### config.mk
export PLATFORM = sky130hd
export DESIGN_NAME = uart_tx_sched
export DESIGN_NICKNAME = d
export VERILOG_FILES = /design/src/rtl/uart_pkg.sv /design/src/rtl/uart_tx_sched_rr_arb2.sv /design/src/rtl/uart_tx_sched.sv
export SDC_FILE = /design/constraint.sdc
export NUM_CORES = 1
export LEC_CHECK = 0
export CAP_MARGIN = 30
export CORE_MARGIN = 4
export CORE_UTILIZATION = 30
export CTS_CLUSTER_SIZE = 8
export DETAILED_ROUTE_END_ITERATION = 7
export PLACE_DENSITY = 0.53
export SYNTH_ARGS = -nofsm -noshare
export SYNTH_HDL_FRONTEND = slang
export SYNTH_SLANG_ARGS = --single-unit
### constraint.sdc
create_clock -name clk -period 3.34 [get_ports clk]
set_input_delay 0.835 -clock clk [delete_from_list [all_inputs] [get_ports clk]]
set_output_delay 0.835 -clock clk [all_outputs]
set_load 0.01 [all_outputs]
### src/rtl/uart_pkg.sv
// uart_pkg: shared types and constants for the UART transmit scheduler.
// The ABORT state exists only when UART_TX_SCHED_TIMEOUT_EN is defined.
package uart_pkg;

    localparam int unsigned NUM_TX_REQ = 2;
    localparam int unsigned FRM_BYTES  = 3;
    localparam int unsigned FRM_W      = 8 * FRM_BYTES;
    localparam int unsigned WD_W       = 16;

    typedef logic [1:0] frm_len_t;

`ifdef UART_TX_SCHED_TIMEOUT_EN
    typedef enum logic [2:0] {
        ST_IDLE,
        ST_SEND,
        ST_WAIT,
        ST_DONE,
        ST_ABORT
    } tx_state_e;
`else
    typedef enum logic [1:0] {
        ST_IDLE,
        ST_SEND,
        ST_WAIT,
        ST_DONE
    } tx_state_e;
`endif

    // Byte to send when 'rem' bytes remain; the most significant byte goes first.
    function automatic logic [7:0] frm_byte(input logic [FRM_W-1:0] data, input frm_len_t rem);
        case (rem)
            2'd1:    frm_byte = data[7:0];
            2'd2:    frm_byte = data[15:8];
            2'd3:    frm_byte = data[23:16];
            default: frm_byte = 8'h00;
        endcase
    endfunction

endpackage

### src/rtl/uart_tx_sched_rr_arb2.sv
// rr_arb2: combinational 2-way round-robin arbiter; the pointer is held by the caller.
module rr_arb2 (
    input  logic [1:0] req,
    input  logic       ptr,
    output logic [1:0] gnt,
    output logic       gnt_idx
);

    // A lone requester always wins; on a tie the pointer decides.
    always_comb begin
        gnt_idx = req[1] & (~req[0] | ptr);
        gnt     = 2'b00;
        if (|req) begin
            gnt = {gnt_idx, ~gnt_idx};
        end
    end

endmodule

### src/rtl/uart_tx_sched.sv
// uart_tx_sched: shares one UART transmitter between two frame requesters.
// Frames of 0-3 bytes go out MSB-first and are never interleaved.
// Optional tx_done watchdog and ABORT state: define UART_TX_SCHED_TIMEOUT_EN.
module uart_tx_sched
    import uart_pkg::*;
#(
    parameter int unsigned TO_CYC = 30000
) (
    input  logic                             clk,
    input  logic                             rst,
    input  logic [NUM_TX_REQ-1:0]            frm_vld,
    input  logic [NUM_TX_REQ-1:0][FRM_W-1:0] frm_data,
    input  logic [NUM_TX_REQ-1:0][1:0]       frm_len,
    output logic [NUM_TX_REQ-1:0]            frm_ack,
    output logic [NUM_TX_REQ-1:0]            frm_done,
    output logic                             busy,
    output logic                             trmt,
    output logic [7:0]                       tx_data,
    input  logic                             tx_done,
    output logic                             err
);

    tx_state_e              state_q, state_d;
    logic                   ptr_q, ptr_d;
    logic                   w_q, w_d;
    logic [FRM_W-1:0]       data_q, data_d;
    frm_len_t               rem_q, rem_d;
    logic                   tx_done_q;
    logic                   tx_rise;
    logic [NUM_TX_REQ-1:0]  ack_d;
    logic                   done_set;
    logic                   load_byte;
    logic [NUM_TX_REQ-1:0]  gnt;
    logic                   gnt_idx;

`ifdef UART_TX_SCHED_TIMEOUT_EN
    logic [WD_W-1:0]        wd_q;
    logic                   abort_set;
    logic                   err_q;
`endif

    rr_arb2 u_arb (
        .req     (frm_vld),
        .ptr     (ptr_q),
        .gnt     (gnt),
        .gnt_idx (gnt_idx)
    );

    assign tx_rise = tx_done & ~tx_done_q;

    // State register.
    always_ff @(posedge clk) begin
        if (rst) begin
            state_q <= ST_IDLE;
        end else begin
            state_q <= state_d;
        end
    end

    // Next-state and datapath control. DONE is held until its frm_done pulse is out,
    // so a zero-length frame spends two cycles there.
    always_comb begin
        state_d   = state_q;
        ptr_d     = ptr_q;
        w_d       = w_q;
        data_d    = data_q;
        rem_d     = rem_q;
        ack_d     = '0;
        done_set  = 1'b0;
        load_byte = 1'b0;
`ifdef UART_TX_SCHED_TIMEOUT_EN
        abort_set = 1'b0;
`endif
        case (state_q)
            ST_IDLE: begin
                if (|frm_vld) begin
                    w_d    = gnt_idx;
                    ack_d  = gnt;
                    data_d = frm_data[gnt_idx];
                    rem_d  = frm_len[gnt_idx];
                    if (frm_len[gnt_idx] == 2'd0) begin
                        state_d = ST_DONE;
                    end else begin
                        state_d   = ST_SEND;
                        load_byte = 1'b1;
                    end
                end
            end
            ST_SEND: begin
                state_d = ST_WAIT;
            end
            ST_WAIT: begin
                if (tx_rise) begin
                    rem_d = rem_q - 2'd1;
                    if (rem_q == 2'd1) begin
                        state_d  = ST_DONE;
                        done_set = 1'b1;
                    end else begin
                        state_d   = ST_SEND;
                        load_byte = 1'b1;
                    end
                end
`ifdef UART_TX_SCHED_TIMEOUT_EN
                else if (wd_q == WD_W'(TO_CYC - 1)) begin
                    state_d   = ST_ABORT;
                    done_set  = 1'b1;
                    abort_set = 1'b1;
                end
`endif
            end
            ST_DONE: begin
                if (frm_done == '0) begin
                    done_set = 1'b1;
                end else begin
                    state_d = ST_IDLE;
                    ptr_d   = ~w_q;
                end
            end
`ifdef UART_TX_SCHED_TIMEOUT_EN
            ST_ABORT: begin
                state_d = ST_IDLE;
                ptr_d   = ~w_q;
            end
`endif
            default: begin
                state_d = ST_IDLE;
            end
        endcase
    end

    // Datapath registers and registered outputs.
    always_ff @(posedge clk) begin
        if (rst) begin
            ptr_q     <= 1'b0;
            w_q       <= 1'b0;
            data_q    <= '0;
            rem_q     <= '0;
            tx_done_q <= 1'b0;
            frm_ack   <= '0;
            frm_done  <= '0;
            busy      <= 1'b0;
            trmt      <= 1'b0;
            tx_data   <= 8'h00;
        end else begin
            ptr_q     <= ptr_d;
            w_q       <= w_d;
            data_q    <= data_d;
            rem_q     <= rem_d;
            tx_done_q <= tx_done;
            frm_ack   <= ack_d;
            frm_done  <= done_set ? {w_q, ~w_q} : '0;
            busy      <= (state_d != ST_IDLE);
            trmt      <= (state_d == ST_SEND);
            if (load_byte) begin
                tx_data <= frm_byte(data_d, rem_d);
            end
        end
    end

`ifdef UART_TX_SCHED_TIMEOUT_EN
    // Watchdog counts cycles spent waiting for tx_done; err is sticky until reset.
    always_ff @(posedge clk) begin
        if (rst) begin
            wd_q  <= '0;
            err_q <= 1'b0;
        end else begin
            wd_q  <= (state_q == ST_WAIT) ? wd_q + WD_W'(1) : '0;
            err_q <= err_q | abort_set;
        end
    end

    assign err = err_q;
`else
    logic unused_to;
    assign unused_to = ^(32'(TO_CYC));
    assign err       = 1'b0;
`endif

endmodule
## Yosys cells after proc, flatten, opt, wreduce, memory -nomap -nowiden

Index checks and enable logic that the tools add are counted.

| word-level totals | value |
|---|---|
| flip-flop bits (word level) | 45 |
| logic and storage cells | 66 |

| operators by class | value |
|---|---|
| equality and inequality tests | 8 |
| reductions and logical operators | 9 |
| bitwise logic cells | 11 |
| add/sub/neg operators | 1 |
| muxes and demuxes | 25 |
| magnitude comparators | 1 |

Operator list:

| cell | count |
|---|---|
| two-way mux 24 bit | 4 |
| case mux 8 bit (3 select lines) | 1 |
| two-way mux 2 bit | 9 |
| equality test 2 x 1 -> 1 bit (second input constant) | 4 |
| equality test 2 bit (second input constant) | 4 |
| inverter 1 bit | 8 |
| case mux 2 bit (4 select lines) | 1 |
| two-way mux 1 bit | 7 |
| zero test 2 bit | 3 |
| case mux 1 bit (2 select lines) | 2 |
| case mux 2 bit (2 select lines) | 1 |
| AND reduction 2 bit | 2 |
| OR reduction 2 bit | 2 |
| OR reduction 3 bit | 1 |
| AND 1 bit | 2 |
| < comparator 1 x 2 -> 1 bit (second input constant) | 1 |
| nonzero test 2 bit | 1 |
| subtractor 2 x 1 -> 2 bit (second input constant) | 1 |
| bitwise OR 1 bit | 1 |

## Depth between registers and ports, before layout

Gate-level depths: netlist (run 1).

| logic depth | value |
|---|---|
| word-level depth | 10 |
| mapped depth | 9 |

## Hierarchy

From an unflattened synthesis (run 1), not the netlist that was laid out.

| unflattened totals | value |
|---|---|
| cells, all modules | 253 |
| area total of the unflattened synthesis | 2311.0 sq um |

By module, submodules not included:

| module | sequential area each (sq um) | area each (sq um) | cells an instance | times used |
|---|---|---|---|---|
| uart_tx_sched | 900.9 | 2284.7 | 249 | 1 |
| rr_arb2 | 0.0 | 26.3 | 4 | 1 |

## Worst setup path after synthesis (run 1)

OpenSTA, ideal clock, no wires.

| timing path | value |
|---|---|
| kind | input-to-reg |
| from | in frm_vld[0] |
| to | reg tx_data[5] |
| stages | 8 |
| library setup time | 0.074 ns |
| setup slack | 1.034 ns |
| arrival time | 2.232 ns |
| buffers on the path | 2 |
| required time | 3.266 ns |
| cell sequence | nor2b_1 nand2b_1 buf_2 mux2i_1 a21o_1 buf_2 nand3b_1 a31oi_1 |

| between the ends | value |
|---|---|
| cells in the longest elaborated chain, start to end | 9 |

RTL lines:

| element | RTL line | RTL |
|---|---|---|
| from (decl) | uart_tx_sched.sv:11 | `input logic [NUM_TX_REQ-1:0] frm_vld,` |
| inverter 1 bit | uart_tx_sched_rr_arb2.sv:11 | `gnt_idx = req[1] & (~req[0] \| ptr);` |
| bitwise OR 1 bit | uart_tx_sched_rr_arb2.sv:11 |  |
| AND 1 bit | uart_tx_sched_rr_arb2.sv:11 |  |
| two-way mux 2 bit (implied by the code) (2 in series) | uart_tx_sched.sv:80, uart_tx_sched.sv:81 |  |
| two-way mux 2 bit or zero test 2 bit (tied branches) | uart_tx_sched.sv:76, uart_tx_sched.sv:81 |  |
| case mux 2 bit (2 select lines) or two-way mux 1 bit (tied branches) | uart_tx_sched.sv:74, uart_tx_sched.sv:81 |  |
| equality test 2 bit, or another cell as far along | uart_pkg.sv:31 | `case (rem)` |
| case mux 8 bit (3 select lines) or case mux 1 bit (2 select lines) (tied branches) | uart_pkg.sv:31, uart_tx_sched.sv:74 |  |
| to (signal assigned) | uart_tx_sched.sv:155 | `tx_data <= frm_byte(data_d, rem_d);` |
| to (decl) | uart_tx_sched.sv:18 | `output logic [7:0] tx_data,` |

Several ways; a longest one is shown, not always the timed one. The select of a mux whose other input is x is not followed.
A chain may end at the register's enable or synchronous reset.

## Worst setup path in the final report (run 1)

| timing path | value |
|---|---|
| from | in frm_vld[0] |
| to | reg tx_data[2] |

Same word-level chain as after synthesis.

==> summary.md, run 1 <==
| Metric | Value |
|---|---|
| Number of buffers added for setup after CTS | 0 |
| Most common cell after layout, fill and taps aside | clkdlybuf4s50_1 |
| DP HPWL | 4560 µm |
| Drt total wl | 6200 µm |
| Slew HR | 53.6% |
| DR pass1 iterations | 4 |
| Most used DFF post-synth | dfxtp_1 |
| Cell Pwr Density | 482 nW/µm² |
| Initial Util | 31.2% |
| RePlAce Congestion | 0.807 |
| Sequential fraction of the synthesis area | 39.2% |
| Post-DRT Antenna Nets | 0 |
| First-pass GRT wire length | 10100 µm |
| Post-synth EDFFs | 0 |
| H-tree depth | 2 |
| Die height | 95.6 µm |
| Total grt overflow | 0 |
| Synth warn | 0 |
| Synth Area in XOR/XNOR | 0% |
| Row count | 31 |
| Outcome | complete, no violations |
| Clock Skew | 0.00222 ns |
| Max Transition Viols Final | 0 |
| Hold crit path type | register to register |
| Share of layout cells above drive strength 1 | 8.81% |
| MaxCap Viol Count | 0 |
| Core footprint | 7370 µm² |
| CTS root buffer | clkbuf_8 |
| Mapped Area | 2300 µm² |
| Mux cell area share after synthesis | 11.3% |
| Die Wd | 95.6 µm |
| Vias | 2049 |
| Clock sinks | 45 |
| Critical path arrival | 2.90 ns |
| Ant. Diodes | 0 |
| Reg area | 901 µm² |
| Crit path time final | 2.72 ns |
| Worst EP required | 3.52 ns |
| Cts hold-fix bufs | 0 |
| Layout net count | 375 |
| Die Footprint | 9130 µm² |
| Number of fill cells | 757 |
| Leakage Power | 1.33 nW |
| RSZ-0062 raised after global routing | false |
| Num CTS Buffers | 5 |
| CTS resizes | 0 |
| Area of the multi-input gates | 1280 µm² |
| DR iter-0 viols | 81 |
| Post-synthesis adder-cell area fraction | 0.544% |
| VDD IR max | 197 µV |
| Vias in the first global route | 2042 |
| Asr flop ratio synth | 0% |
| Largest net degree at the start of global routing | 45 |
| Detailed-route DRC error count | 0 |
| Drt via density | 4.91 |
| CTS tree | built |
| Peak Freq | 0.368 GHz |
| Yosys cell types | 36 |
| Syn_area_per_cell | 9.20 µm² |
| Final period utilization | 81.4% |
| Setup TNS | 0 ns |
| Hold Violations, Final | 0 |
| Clock Pin Slew Worst Setup and Hold Paths | 0.08 ns |
| Synthesized instance count | 250 |
| Slowest stage cell, crit path | clkdlybuf4s50_1 |
| I/O pins | 72 |
| Worst setup SP type | input pin |
| Initial antenna violation count | 0 |
| Post-synthesis compound-gate area fraction | 23.8% |
| Crit. End Element | register |
| WL per Instance | 14.9 µm |
| Pwr Total | 0.00153 W |
| Worst path max stage delay | 0.50 ns |
| Slew @ Worst Pin | 0.696 ns |
| Flip-flop and latch count after synthesis | 45 |
| Placed Cells | 409 |
| Clock latency on the worst-skew pair | 0.30 ns |
| Simple-gate share of the synthesized area | 19.9% |
| Critical setup path kind | input pin to register |
| Post-Syn Nets | 308 |
| Port-buffer cells | 70 |
| Area Growth Syn to Fin | 38.2% |
| Most frequent cells in the layout | clkdlybuf4s50_1, dfxtp_1, nand2_1, nor2_1, a211oi_1 |
| All-Layer GR Usage | 14.3% |
| Final setup fails | 0 |
| Largest family of logic cells by synthesized area | compound AO/OA/AOI/OAI gates |
| Final core utilization | 43.2% |
| Max clock buf depth | 2 |
| Non-filler cells, final | 417 |
| CP Cell Sequence | clkdlybuf4s50_1 -> nor2b_1 -> nand2b_1 -> buf_4 -> mux2_2 -> o211a_1 -> o211ai_1 -> a31oi_1 |
| Crit path max fanout | 15 |
routing by layer:
layer  up-vias  wire length (µm)  global-route usage (%)
met5         -                 0                       0
met4         0               101                    4.27
met3        11               286                    3.24
met2        47              3040                    24.6
met1       946              2780                    17.7
li1       1045                 -                       -
layout make-up:
cell class / count / area share [%]
clock buffers: 7 / 3.03
clock inverters: 1 / 0.157
inverters: 5 / 0.590
multi-input cells: 183 / 40.3
flip-flops and latches: 45 / 28.3
well taps: 99 / 3.89
repair buffers: 77 / 23.7
per-stage QoR:
stage | instance area (µm²) | setup WS (ns) | hold WS (ns)
2_1_floorplan | 2300 | 1.03 | 0.442
3_3_place_gp | 3080 | 0.327 | 0.483
3_5_place_dp | 3080 | 0.306 | 0.476
4_1_cts | 3180 | 0.613 | 0.505
5_1_grt | 3180 | 0.430 | 0.528
6_report | 3180 | 0.623 | 0.500
critical path, delay by kind of cell:
| kind | cells | cell delay, ns |
|---|---|---|
| buf+inv | 2 | 0.77 |
| compound gates | 3 | 0.48 |
| simple gates | 2 | 0.42 |
| mux | 1 | 0.39 |
sequential cells by signal, indices dropped and copies added, names as in the netlist, 2 cells and up:
name and cells:
tx_data 8, frm_ack 2, rem_q 2, state_q 2
frm_done 2, data_q 24
logic make-up (layout without fill, tap and decap cells):
family,count (synthesis),count (layout)
other,1,1
muxes,25,25
adders and majority gates,1,1
AOI/OAI and AO/OA,71,71
DFF,45,45
buffers and inverters,22,90
and+or+nand+nor,85,85
Yosys cell counts, drive strengths merged (8+ instances only):
cell type / count / area (µm²)
dfxtp: 45 / 901
nor2: 20 / 75.1
buf: 11 / 76.3
o211ai: 8 / 60.1
mux2: 8 / 90.1
a31oi: 9 / 56.3
a211oi: 18 / 135
nand2: 20 / 75.1
mux2i: 17 / 170
o21ai: 10 / 50.1
o211a: 16 / 160
nand3b: 9 / 67.6
nand2b: 10 / 62.6
and2: 13 / 83.8
power breakdown:
group          switching [W]  internal [W]  total [W]
sequential         0.0000321      0.000608   0.000641
clock               0.000190      0.000187   0.000377
combinational       0.000264      0.000252   0.000517
total               0.000486       0.00105    0.00153
path summary, 6_finish.rpt:
| check | from | to | slack [ns] | depth (start not counted) |
|---|---|---|---|---|
| worst min-delay path | tx_data[5] | tx_data[5] | 0.50 | 2 |
| worst min register to register | tx_data[5] | tx_data[5] | 0.50 | 2 |
| worst max register to register | state_q[0] | tx_data[4] | 1.19 | 7 |
| worst max-delay path | frm_vld[0] | tx_data[2] | 0.62 | 8 |
No activity file was read; power rests on OpenSTA's default activity.
==> run 2: changes to the inputs <==
--- a/config.mk
+++ b/config.mk
@@ -10,7 +10,7 @@
 export CORE_UTILIZATION = 30
 export CTS_CLUSTER_SIZE = 8
 export DETAILED_ROUTE_END_ITERATION = 7
-export PLACE_DENSITY = 0.53
+export PLACE_DENSITY = 0.55
 export SYNTH_ARGS = -nofsm -noshare
 export SYNTH_HDL_FRONTEND = slang
 export SYNTH_SLANG_ARGS = --single-unit
==> constraint.sdc (replaced) <==
create_clock -name clk -period 2.2 [get_ports clk]
set_input_delay 0.55 -clock clk [delete_from_list [all_inputs] [get_ports clk]]
set_output_delay 0.55 -clock clk [all_outputs]
set_load 0.01 [all_outputs]
==> summary.md, run 2 (synthesis results as in run 1) <==
| Metric | Value |
|---|---|
| Worst setup SP type | input pin |
| Biggest register | data_q |
| Clock latency on the worst-skew pair | 0.29 ns (about the same) |
| Critical setup path kind | input pin to register |
| Outcome | complete, no violations |
| Crit. End Element | register |
| Fin worst setup slack | 0.0846 ns (-0.538 ns) |
| Detailed-route DRC error count | 0 (unchanged) |
| Peak Freq | 0.473 GHz |
| Max reg flops | 24 (unchanged) |
| Setup TNS | 0 ns (unchanged) |
| DP HPWL | 4890 µm (+7.1%) |
| Drt total wl | 6580 µm (+6.1%) |
| Drt via density | 4.84 (-1.5%) |
| CTS tree | built |
| WL per Instance | 14.4 µm (-3.2%) |
| Critical R2R Launch | state_q[1] |
| RSZ-0062 raised after global routing | false |
| DR iter-0 viols | 69 (-15%) |
| Worst reg-to-reg setup slack | 0.16 ns (-1.03 ns) |
| Min-delay src | tx_data[1] |
| CTS root buffer | clkbuf_8 |
| RePlAce Congestion | 0.779 (-3.5%) |
| Die Footprint | 9130 µm² (unchanged) |
| Cell Pwr Density | 717 nW/µm² (+49%) |
| Area Growth Syn to Fin | 57.0% |
| MaxCap Viol Count | 0 (unchanged) |
| Die Wd | 95.6 µm (unchanged) |
| Core footprint | 7370 µm² (unchanged) |
| Crit path max fanout | 5 (-10) |
| Hold Path Depth | 2 (unchanged) |
| Vias | 2212 (+8.0%) |
| I/O pins | 72 (unchanged) |
| Hold Violations, Final | 0 (unchanged) |
| Max clock buf depth | 2 (unchanged) |
| Total grt overflow | 0 (unchanged) |
| Placement Setup Slack | -0.446 ns (-0.752 ns) |
| Ant. Diodes | 0 (unchanged) |
| Number of buffers added for setup after CTS | 0 (unchanged) |
| Largest regs | data_q (24), tx_data (8) |
| Clock Pin Slew Worst Setup and Hold Paths | 0.09 ns (about the same) |
| H-tree depth | 2 (unchanged) |
| Post-DRT Antenna Nets | 0 (unchanged) |
| Clock Skew | 0.00730 ns (+0.00508 ns) |
| Port-buffer cells | 70 (unchanged) |
| DR pass1 iterations | 4 (unchanged) |
| Die height | 95.6 µm (unchanged) |
| Crit path time final | 2.12 ns |
| Share of layout cells above drive strength 1 | 20.4% (+12 points) |
| Initial Util | 31.2% (unchanged) |
| Most frequent cells in the layout | clkdlybuf4s50_1, dfxtp_1, buf_4 |
| Slew @ Worst Pin | 0.558 ns (-0.137 ns) |
| Largest net degree at the start of global routing | 31 (-31%) |
| Hold Path End | tx_data[1] |
| Fin Hold WS | 0.492 ns (-0.00818 ns) |
| Final setup fails | 0 (unchanged) |
| Worst EP required | 2.38 ns (-1.14 ns) |
| Leakage Power | 1.58 nW (+19%) |
| Clock sinks | 45 (unchanged) |
| Initial antenna violation count | 0 (unchanged) |
| Critical path arrival | 2.29 ns (-0.61 ns) |
| All-Layer GR Usage | 14.5% (+0.25 points) |
| First-pass GRT wire length | 10400 µm (+3.6%) |
| R2r endpoint | tx_data[3] |
| Final period utilization | 96.2% |
| Max Transition Viols Final | 0 (unchanged) |
| Num CTS Buffers | 5 (unchanged) |
| Slew HR | 62.7% (+9.1 points) |
| Vias in the first global route | 2090 (+2.4%) |
| R2r worst-path depth | 9 (+2) |
| Row count | 31 (unchanged) |
| Cts hold-fix bufs | 0 (unchanged) |
| Most common cell after layout, fill and taps aside | clkdlybuf4s50_1 |
| Layout net count | 415 (+11%) |
| Hold crit path type | register to register |
| VDD IR max | 260 µV (+32%) |
## run 2: cell types whose count changed in the layout (fill, tap and decap cells not counted), moves of 2 or more
cell             before  now
clkbuf_8              7    5
clkdlybuf4s50_1      70   67
buf_12                0    8
a211oi_1             18   16
buf_4                 7   38
dlygate4sd2_1         0    3
a211oi_2              0    2
## run 2: routing by layer
| metal | routed length (µm) | GRT usage, % | vias up |
|---|---|---|---|
| met4 | 35 | 2.13 | 0 |
| met1 | 3030 | 19.3 | 1038 |
| li1 | - | - | 1126 |
| met5 | 0 | 0 | - |
| met3 | 285 | 2.84 | 4 |
| met2 | 3230 | 24.8 | 44 |
## run 2: where the power goes
part	switching, W	internal, W
registers	0.0000452	0.000924
clock network	0.000275	0.000221
logic	0.000481	0.000646
## run 2: how the worst max path moves through the flow
stage	slack, ns	from	to	depth (start not counted)
global placement	-0.49	frm_vld[0]	tx_data[3]	8
global route	0.006	frm_vld[1]	tx_data[3]	9
detailed placement	-0.45	frm_vld[0]	tx_data[3]	8
CTS	0.06	frm_vld[1]	tx_data[3]	9
finish	0.08	frm_vld[1]	tx_data[3]	9
floorplan	0.18	frm_vld[0]	tx_data[5]	8
## run 2: critical path, stage by stage
cell,delay [ns]
dlygate4sd2_1,0.26
o21ba_2,0.24
and2_4,0.17
a311oi_4,0.38
buf_12,0.18
buf_12,0.10
a211oi_1,0.04
o211ai_1,0.24
a31oi_1,0.11
## run 2: final cells by class
type                       count  area (µm²)
clock buffer                   6        72.6
clock inverter                 2        10.0
fill                         705        3760
tap                           99         124
sequential                    45         901
multi-input combinational    183        1310
timing repair buffer         117        1170
inverter                       5        18.8
## run 2: per-stage QoR
step | instance area, µm² | cells | total power, W | util (%)
6_report | 3610 | 457 | 0.00259 | 49.0
3_5_place_dp | 3470 | 448 | 0.00205 | 47.1
3_3_place_gp | 3470 | 448 | 0.00205 | 47.1
2_1_floorplan | 2300 | 250 | 0.00149 | -
5_1_grt | 3610 | 457 | 0.00276 | 49.0
4_1_cts | 3610 | 457 | 0.00261 | 49.0
## run 2: repair_timing
item                       in CTS  in global routing
gates cloned                    1                  0
setup endpoints to repair       8                  1
pin swaps                       4                  2
resized for setup               9                  1
==> run 3: changes to the inputs <==
--- a/config.mk
+++ b/config.mk
@@ -5,12 +5,14 @@
 export SDC_FILE = /design/constraint.sdc
 export NUM_CORES = 1
 export LEC_CHECK = 0
+export ABC_AREA = 1
 export CAP_MARGIN = 30
 export CORE_MARGIN = 4
 export CORE_UTILIZATION = 30
 export CTS_CLUSTER_SIZE = 8
 export DETAILED_ROUTE_END_ITERATION = 7
-export PLACE_DENSITY = 0.55
+export PLACE_DENSITY = 0.54
 export SYNTH_ARGS = -nofsm -noshare
 export SYNTH_HDL_FRONTEND = slang
 export SYNTH_SLANG_ARGS = --single-unit
+export TNS_END_PERCENT = 30
==> summary.md, run 3 <==
| Metric | Value |
|---|---|
| Ant. Diodes | 0 (unchanged) |
| Clock Skew | 0.00923 ns (+0.00193 ns) |
| Flip-flop and latch count after synthesis | 45 (unchanged) |
| Critical path arrival | 2.22 ns (-0.07 ns) |
| Final setup fails | 0 (unchanged) |
| Max reg flops | 24 (unchanged) |
| First-pass GRT wire length | 10500 µm (+1.1%) |
| Max clock buf depth | 2 (unchanged) |
| Die Wd | 98.7 µm (+3.3%) |
| Die Footprint | 9750 µm² (+6.7%) |
| Drt total wl | 6230 µm (-5.3%) |
| Largest regs | data_q (24), tx_data (8) |
| Core footprint | 7850 µm² (+6.5%) |
| Biggest register | data_q |
| Post-DRT Antenna Nets | 0 (unchanged) |
| Peak Freq | 0.491 GHz (+3.9%) |
| Crit path time final | 2.04 ns (-0.0799 ns) |
| Slowest stage cell, crit path | clkdlybuf4s50_1 |
| Max Transition Viols Final | 0 (unchanged) |
| Most used DFF post-synth | dfxtp_1 |
| DP HPWL | 4940 µm (+0.98%) |
| Largest family of logic cells by synthesized area | simple AND/OR/NAND/NOR gates |
| Clock latency on the worst-skew pair | 0.30 ns (about the same) |
| Final period utilization | 92.5% (-3.6 points) |
| Initial antenna violation count | 0 (unchanged) |
| Die height | 98.7 µm (+3.3%) |
| Hold crit path type | register to register |
| CTS tree | built |
| Crit. End Element | register |
| Mapped Area | 2470 µm² (+7.3%) |
| Vias | 2556 (+16%) |
| RSZ-0062 raised after global routing | false |
| Most numerous cell in the Yosys netlist | inv_1 |
| Mux cell area share after synthesis | 0% (-11 points) |
| Num CTS Buffers | 5 (unchanged) |
| WL per Instance | 10.7 µm (-26%) |
| Largest net degree at the start of global routing | 38 (+23%) |
| Share of layout cells above drive strength 1 | 9.15% (-11 points) |
| Area leader, netlist | dfxtp_1 |
| Top cells by area, synth | dfxtp_1, inv_1, nand2_1 |
| Top cells by count, synth | inv_1, nand2_1, nand3_1, dfxtp_1, nor2_1 |
| CP Cell Sequence | clkdlybuf4s50_1 -> a21boi_1 -> buf_4 -> nand2_1 -> nand3_1 -> o21ai_1 -> nand3_1 -> nand3_1 -> nand2_1 -> a21oi_1 |
| Post-synth EDFFs | 0 (unchanged) |
| Area Growth Syn to Fin | 43.8% |
| Post-synthesis adder-cell area fraction | 0.507% (-0.037 points) |
| Most used cell along the critical path | nand3_1 |
| DR iter-0 viols | 66 (-4.3%) |
| Post-synthesis compound-gate area fraction | 10.1% (-14 points) |
| Detailed-route DRC error count | 0 (unchanged) |
| CTS root buffer | clkbuf_8 |
| H-tree depth | 2 (unchanged) |
| Fin Hold WS | 0.470 ns (-0.0212 ns) |
| Clock sinks | 45 (unchanged) |
| Placed Cells | 575 (+28%) |
| Worst path max stage delay | 0.59 ns (+0.21 ns) |
| All-Layer GR Usage | 13.0% (-1.5 points) |
| RePlAce Congestion | 0.875 (+12%) |
| Worst setup SP type | input pin |
| Worst reg-to-reg setup slack | 0.55 ns (+0.39 ns) |
| Initial Util | 31.5% (+0.25 points) |
| Cell Pwr Density | 749 nW/µm² (+4.5%) |
| Layout net count | 538 (+30%) |
| DR pass1 iterations | 4 (unchanged) |
| Leakage Power | 1.69 nW (+7.2%) |
| Sequential fraction of the synthesis area | 36.5% (-2.7 points) |
| Synth Area in XOR/XNOR | 0% (unchanged) |
| Clock Pin Slew Worst Setup and Hold Paths | 0.09 ns (about the same) |
| I/O pins | 72 (unchanged) |
| Vias in the first global route | 2415 (+16%) |
| Most common cell after layout, fill and taps aside | inv_1 |
| Non-filler cells, final | 583 (+28%) |
| Post-Syn Nets | 455 (+48%) |
| Synth top area share | 36.5% (-2.7 points) |
| Row count | 32 (+3.2%) |
| Port-buffer cells | 70 (unchanged) |
| Syn_area_per_cell | 6.22 µm² (-32%) |
| Hold Violations, Final | 0 (unchanged) |
| Worst EP required | 2.39 ns (about the same) |
| Crit path max fanout | 19 (+14) |
| Asr flop ratio synth | 0% (unchanged) |
| Most frequent cells in the layout | inv_1, nand2_1, clkdlybuf4s50_1 |
| Total grt overflow | 0 (unchanged) |
| Yosys cell types | 26 (-28%) |
| Synth warn | 0 (unchanged) |
| Critical setup path kind | input pin to register |
| Outcome | complete, no violations |
| Simple-gate share of the synthesized area | 33.3% (+13 points) |
| VDD IR max | 332 µV (+27%) |
| Drt via density | 4.38 (-9.4%) |
| MaxCap Viol Count | 0 (unchanged) |
| Cts hold-fix bufs | 0 (unchanged) |
| Synthesized instance count | 397 (+59%) |
==> run 3: changes by cell type after synthesis, moves of 16 or more <==
cell and change:
inv_1 +91, mux2i_1 -17, nand2_1 +65, o211a_1 -16
nand3_1 +61, a211oi_1 -18
==> run 3: kinds of logic after synthesis <==
kind of cell             Yosys count
other                              1
AO/OA/AOI/OAI                     46
buffers and inverters            117
AND/OR/NAND/NOR                  187
flip-flops                        45
adder cells (fa/ha/maj)            1
==> run 3: metrics by stage <==
| stage | worst slack [ns] | utilization [%] | cell area, µm² | power [W] | setup TNS (ns) |
|---|---|---|---|---|---|
| final | 0.165 | 45.2 | 3550 | 0.00266 | 0 |
| after CTS | 0.175 | 45.2 | 3550 | 0.00269 | 0 |
| after floorplan | 0.587 | - | 2470 | 0.00154 | 0 |
| after global placement | -0.116 | 43.5 | 3410 | 0.00195 | -0.675 |
| after global routing | 0.0115 | 45.2 | 3550 | 0.00284 | 0 |
| after detailed placement | -0.130 | 43.5 | 3410 | 0.00195 | -0.991 |
==> run 3: report_power, final <==
group          total, W  internal, W  switching, W
Clock          0.000731     0.000451      0.000280
Sequential     0.000958     0.000916     0.0000416
Combinational  0.000972     0.000455      0.000517
Total           0.00266      0.00182      0.000838
==> run 3: path summary, 6_finish.rpt <==
check                                 from           to  cells past startpoint
worst min register to register         w_q  frm_done[0]                      1
worst min-delay path                   w_q  frm_done[0]                      1
worst max register to register       ptr_q   tx_data[7]                     11
worst max-delay path            frm_vld[1]   tx_data[7]                     10
==> run 3: worst max-delay path, delay by kind of cell <==
| kind | cells | cell delay (ns) |
|---|---|---|
| and+or+nand+nor | 5 | 0.41 |
| buffers and inverters | 2 | 0.86 |
| AOI/OAI and AO/OA | 3 | 0.39 |
==> run 3: layout make-up <==
class,instances,area [µm²]
sequential,45,901
inverter,101,379
fill,834,4300
clock buffer,5,68.8
timing repair buffer,92,916
multi-input combinational,235,1090
clock inverter,3,65.1
tap,102,128
==> run 3: metal layers <==
metal / vias to the layer above / wire, µm / global-route usage (%)
met3: 10 / 256 / 2.55
met1: 1138 / 2760 / 14.9
met5: - / 0 / 0
met4: 0 / 81 / 3.47
met2: 45 / 3130 / 24.4
li1: 1363 / - / -
==> run 3: what timing repair did <==
action / 4_1_cts / 5_1_grt
buffers inserted: 0 / 0
resized for setup: 0 / 1
setup endpoints to repair: 0 / 1
